<file path="src/rtl/alu_issue_unit.sv">
// Issue/capture front end for a combinational ALU: decodes alu_op/funct3/funct7 into a 4-bit control code and registers the operands.
// Latency: 2 edges from acceptance to out_valid (accept -> EXEC -> DONE). Peak throughput is one op every 2 cycles.
// Backpressure: out_ready low holds DONE with stable outputs and in_ready low. A DONE handshake can accept the next op on the same edge.
// Ports: in_valid/in_ready + decoded fields in; alu_a/alu_b/alu_control out to the ALU; alu_result/zero_flag back;
//        out_valid/out_ready + result/branch_taken/illegal out; op_count counts output handshakes (wraps).
module alu_issue_unit #(
  parameter int XLEN  = 32,
  parameter int CNT_W = 16
) (
  input  logic             clk,
  input  logic             reset,
  input  logic             in_valid,
  output logic             in_ready,
  input  logic [1:0]       alu_op,
  input  logic [2:0]       funct3,
  input  logic             funct7_b5,
  input  logic             op_b5,
  input  logic             alu_src,
  input  logic [XLEN-1:0]  rs1_data,
  input  logic [XLEN-1:0]  rs2_data,
  input  logic [XLEN-1:0]  imm,
  output logic [XLEN-1:0]  alu_a,
  output logic [XLEN-1:0]  alu_b,
  output logic [3:0]       alu_control,
  input  logic [XLEN-1:0]  alu_result,
  input  logic             zero_flag,
  output logic             out_valid,
  input  logic             out_ready,
  output logic [XLEN-1:0]  result,
  output logic             branch_taken,
  output logic             illegal,
  output logic [CNT_W-1:0] op_count
);

  localparam logic [3:0] CTRL_AND = 4'b0000;
  localparam logic [3:0] CTRL_OR  = 4'b0001;
  localparam logic [3:0] CTRL_ADD = 4'b0010;
  localparam logic [3:0] CTRL_SUB = 4'b0110;
  localparam logic [3:0] CTRL_SLT = 4'b1000;

  typedef enum logic [1:0] {
    IDLE = 2'b00,
    EXEC = 2'b01,
    DONE = 2'b10
  } state_t;

  state_t state, state_nxt;

  logic       accept;
  logic       handshake;
  logic [3:0] dec_ctrl;
  logic       dec_ill;
  logic [1:0] op_q;
  logic [2:0] f3_q;
  logic       ill_q;
  logic       br_dec;

  // Handshake control and next state
  always_comb begin
    state_nxt = state;
    in_ready  = (state == IDLE) || ((state == DONE) && out_ready);
    out_valid = (state == DONE);
    accept    = in_valid && in_ready;
    handshake = out_valid && out_ready;
    case (state)
      IDLE: if (accept) state_nxt = EXEC;
      EXEC: state_nxt = DONE;
      DONE: begin
        if (out_ready) state_nxt = in_valid ? EXEC : IDLE;
      end
      default: state_nxt = IDLE;
    endcase
  end

  always_ff @(posedge clk or posedge reset) begin
    if (reset) state <= IDLE;
    else       state <= state_nxt;
  end

  // Control decode. Branch encodings other than BEQ/BNE are flagged here
  // so that the illegal bit is fully known at acceptance.
  always_comb begin
    dec_ctrl = CTRL_ADD;
    dec_ill  = 1'b0;
    case (alu_op)
      2'b00: dec_ctrl = CTRL_ADD;
      2'b01: begin
        dec_ctrl = CTRL_SUB;
        if (funct3 != 3'b000 && funct3 != 3'b001) dec_ill = 1'b1;
      end
      2'b10: begin
        case (funct3)
          3'b000:  dec_ctrl = (funct7_b5 && op_b5) ? CTRL_SUB : CTRL_ADD;
          3'b010:  dec_ctrl = CTRL_SLT;
          3'b110:  dec_ctrl = CTRL_OR;
          3'b111:  dec_ctrl = CTRL_AND;
          default: dec_ill  = 1'b1;
        endcase
      end
      default: dec_ill = 1'b1;
    endcase
  end

  // Branch decision from the captured op and the ALU zero flag (SUB result)
  always_comb begin
    br_dec = 1'b0;
    if (op_q == 2'b01) begin
      if (f3_q == 3'b000)      br_dec = zero_flag;
      else if (f3_q == 3'b001) br_dec = !zero_flag;
    end
  end

  // Operand/control registers: change only on acceptance
  always_ff @(posedge clk or posedge reset) begin
    if (reset) begin
      alu_a       <= '0;
      alu_b       <= '0;
      alu_control <= CTRL_ADD;
      op_q        <= 2'b00;
      f3_q        <= 3'b000;
      ill_q       <= 1'b0;
    end else if (accept) begin
      alu_a       <= rs1_data;
      alu_b       <= alu_src ? imm : rs2_data;
      alu_control <= dec_ctrl;
      op_q        <= alu_op;
      f3_q        <= funct3;
      ill_q       <= dec_ill;
    end
  end

  // Result registers: loaded only at the end of EXEC, so they hold through DONE
  always_ff @(posedge clk or posedge reset) begin
    if (reset) begin
      result       <= '0;
      branch_taken <= 1'b0;
      illegal      <= 1'b0;
    end else if (state == EXEC) begin
      result       <= alu_result;
      branch_taken <= br_dec;
      illegal      <= ill_q;
    end
  end

  always_ff @(posedge clk or posedge reset) begin
    if (reset)          op_count <= '0;
    else if (handshake) op_count <= op_count + CNT_W'(1);
  end

endmodule

</file>
<file path="config.mk">
export PLATFORM = sky130hd
export DESIGN_NAME = alu_issue_unit
export DESIGN_NICKNAME = d
export VERILOG_FILES = /design/src/rtl/alu_issue_unit.sv
export SDC_FILE = /design/constraint.sdc
export NUM_CORES = 1
export LEC_CHECK = 0
export BUFFER_PORTS_ARGS = -buffer_cell sky130_fd_sc_hd__buf_2
export CAP_MARGIN = 30
export CORE_AREA = 2 2 125 127
export CTS_CLUSTER_DIAMETER = 80
export DETAILED_ROUTE_END_ITERATION = 8
export DIE_AREA = 0 0 127 129
export GPL_TIMING_DRIVEN = 0
export SETUP_SLACK_MARGIN = 0.5
export SYNTH_ARGS = -nofsm -noshare
export SYNTH_HDL_FRONTEND = slang
export SYNTH_SLANG_ARGS = --single-unit
</file>
<file path="constraint.sdc">
create_clock -name clk -period 5.3 [get_ports clk]
set_clock_uncertainty 0.2 [all_clocks]
set_input_delay 0.53 -clock clk [delete_from_list [all_inputs] [get_ports clk]]
set_output_delay 0.53 -clock clk [all_outputs]
set_load 0.01 [all_outputs]
</file>
==> PnR_summary.wiki <==
{| class="wikitable"
! Metric !! Value
|-
| Area of the multi-input gates || 0.00202 mm2
|-
| Total design power || 3540 uW
|-
| Cell type with the highest aggregate area in the netlist || sky130_fd_sc_hd__dfrtp_1
|-
| Post-synthesis instance total || 354
|-
| Global-route wire length before repair || 20000 um
|-
| Flip-flop and latch count after synthesis || 126
|-
| Reg2reg path depth || 5
|-
| Sequential share of the synthesized area || 59.1%
|-
| Critical path capture point type || output port
|-
| Mapped Nets || 499
|-
| Worst Hold Class || in2reg
|-
| Post-cts sizing count || 0
|-
| Detailed-routing iteration count for the pre-antenna-repair pass || 5
|-
| Vias in the first global route || 3991
|-
| Outcome || complete, no violations
|-
| Fill cell total of the finished layout || 1369
|-
| Static leakage || 0.00374 uW
|-
| Mean area per synthesized cell || 15.1 um2
|-
| Startpoint of the worst hold path || alu_result[0]
|-
| Ports placed on the boundary || 261
|-
| Clock tree buffer depth || 2
|-
| Area of all sequential standard cells || 0.00315 mm2
|-
| First DRT Iteration DRCs || 128
|-
| Unrepaired setup endpoints after global routing || false
|-
| Number of hold-slack violations in the final timing report || 0
|-
| Tmin final || 1910 ps
|-
| Pwr/cell area || 468 mW/mm2
|-
| Startpoint of the worst setup timing path || state[1]
|-
| Number of maximum-capacitance violations || 0
|-
| WL/cell || 15.3 um
|-
| Worst Hold Depth || 2
|-
| CP Class || reg2out
|-
| Reg2reg setup slack || 3480 ps
|-
| Setup-violating endpoint count in the final report || 0
|-
| Clock edge transition at the registers on the reported setup and hold paths || 60 ps
|-
| Sum Neg Setup Slack || 0 ps
|-
| Overflow left after global routing || 0
|-
| Proportion of synthesized area in mux cells || 29.5%
|-
| Area of the placeable core || 0.0150 mm2
|-
| Max Clock Freq || 525 MHz
|-
| Post-CTS Repair Setup Buffers || 0
|-
| Ranking of synthesized cells by area || sky130_fd_sc_hd__dfrtp_1 59%, sky130_fd_sc_hd__mux2_2 30%, sky130_fd_sc_hd__buf_6 1.7%
|-
| Share of the synthesized area in the top cell type || 58.6%
|-
| Clock Sink Count || 126
|-
| Adder-cell share of the synthesized area || 0.938%
|-
| Port Buffer Count || 259
|-
| Synthesized-area fraction occupied by ao, oa, aoi and oai cells || 1.15%
|-
| Half-perimeter wire length after placement || 9640 um
|-
| Simple-Gate Fraction of Synth Area || 3.59%
|-
| Endpoint with the worst hold slack || result[0]
|-
| Worst path arrival time || 1180 ps
|-
| Number of vias per cell || 4.57
|-
| Most frequent cells in the layout || 268 x sky130_fd_sc_hd__buf_2, 140 x sky130_fd_sc_hd__mux2_2, 125 x sky130_fd_sc_hd__dfrtp_1
|-
| Root cell of the clock tree || sky130_fd_sc_hd__clkbuf_16
|-
| Clock tree from TritonCTS || yes
|-
| Total number of vias || 3812
|-
| Gpl congestion || 0.818
|-
| Ratio of cells with drive above 1 in the final layout || 69.3%
|-
| Final Cycle Share || 36.0%
|-
| Antenna violations before repair || 1
|-
| Transition time at the pin with the least slew margin || 539 ps
|-
| Worst IR Drop VDD || 0.205 mV
|-
| Worst-case hold slack || 151 ps
|-
| XOR/XNOR share of the synthesized area || 2.63%
|-
| Worst-path fanout max || 4
|-
| Fin nets || 779
|-
| Site row count || 45
|-
| Crit path required time || 4570 ps
|-
| Layout overhead on the synthesized area || 41.6%
|-
| Slew HR || 64.0%
|-
| Floorplan die height || 129 um
|-
| Antenna Nets Post-Route || 0
|-
| Distinct cell type count of the synthesized netlist || 29
|-
| Number of synthesis warnings || 0
|-
| CP Launch Type || flop
|-
| Worst r2r dst || alu_b[27]
|-
| Placed Cells || 802
|-
| Maximum number of pins on one net before global-route repair || 69
|-
| Drc violations || 0
|-
| Leading cell type in the layout, fill and taps excluded || sky130_fd_sc_hd__buf_2
|-
| Total standard cell area after synthesis || 0.00534 mm2
|-
| Final slew viol count || 0
|-
| Die outline area || 0.0164 mm2
|-
| Total wire length || 12800 um
|-
| Total CTS buffers || 17
|-
| Clock insertion delay at the later pin of the skew report || 400 ps
|-
| Total global routing track utilization || 15.8%
|-
| Initial cell density of the core || 35.6%
|-
| Width of the die || 127 um
|-
| Critical register-to-register path startpoint || state[1]
|-
| Non-filler cells in the finished layout || 835
|-
| Number of levels in the clock H-tree || 4
|-
| Main combinational cell family by area after synthesis || multiplexers
|}
-- cell type report --
| cell class | instances | area share (%) |
|---|---|---|
| tap | 188 | 3.11 |
| sequential | 126 | 41.7 |
| inverter | 6 | 0.364 |
| timing repair buffer | 261 | 17.7 |
| buffer | 18 | 1.84 |
| multi-input combinational | 204 | 26.7 |
| clock inverter | 5 | 1.66 |
| clock buffer | 26 | 6.87 |
| antenna | 1 | 0.0331 |
-- Yosys cell counts, drive strengths merged --
cell,count
xor2,6
xnor2,10
clkbuf,1
nor3,2
a211o,1
dfstp,1
and2,1
nor2b,2
buf,17
mux2,140
a21o,1
a41oi,1
dfrtp,125
or2b,1
a21bo,1
nand2,9
nor2,4
and3b,1
and4,2
nand3,3
a31oi,1
o21ai,2
ha,4
a21oi,2
nor4b,1
inv,6
nand4,4
and3,5
-- flip-flops by register name, summed over array words and instances (netlist names), 2 cells and up --
register,count
op_q,2
alu_b,32
alu_control,4
state,2
op_count,16
f3_q,3
result,32
alu_a,32
-- metal layers --
metal | up-vias | part of all wire [%] | track usage (%)
met2 | 127 | 51 | 26.6
met3 | 20 | 5.8 | 4.78
met4 | 0 | 2.2 | 8.02
li1 | 1812 | - | -
met5 | - | 0 | 0
met1 | 1853 | 41 | 18.5
-- worst max-delay path by stage --
stage | endpoint | slack, ps | depth (start not counted)
after floorplan | alu_a[0] | 1220 | 1
after global placement | alu_a[14] | -200 | 2
after detailed placement | alu_b[1] | 3140 | 7
after CTS | in_ready | 3330 | 2
after global routing | in_ready | 3280 | 2
final | in_ready | 3390 | 2
-- repair_timing --
item | in CTS | in global routing
hold buffers | 1 | 0
setup endpoints to repair | 0 | 0
hold endpoints to repair | 17 | 0
-- report_power, final --
part | internal [uW] | switching, uW
clock | 860 | 392
sequential | 1240 | 137
combinational | 485 | 424
-- kinds of logic after synthesis --
| kind of cell | count (synthesis) |
|---|---|
| fa+ha+maj | 4 |
| flops | 126 |
| xor+xnor | 16 |
| buf+inv | 24 |
| simple gates | 35 |
| compound gates | 9 |
| mux | 140 |
-- worst max-delay path: stages (launching register included) --
cell,delay [ps]
sky130_fd_sc_hd__dfrtp_1,390
sky130_fd_sc_hd__a21oi_1,200
sky130_fd_sc_hd__buf_2,190
-- stage by stage --
step | area [um2] | utilization [%] | setup WS [ps]
after floorplan | 5340 | - | 1220
after global placement | 6870 | 45.8 | -203
after detailed placement | 6900 | 46.1 | 3140
after CTS | 7550 | 50.4 | 3330
after global routing | 7560 | 50.5 | 3280
final | 7560 | 50.5 | 3390
Power figures use the tool's default switching activity.
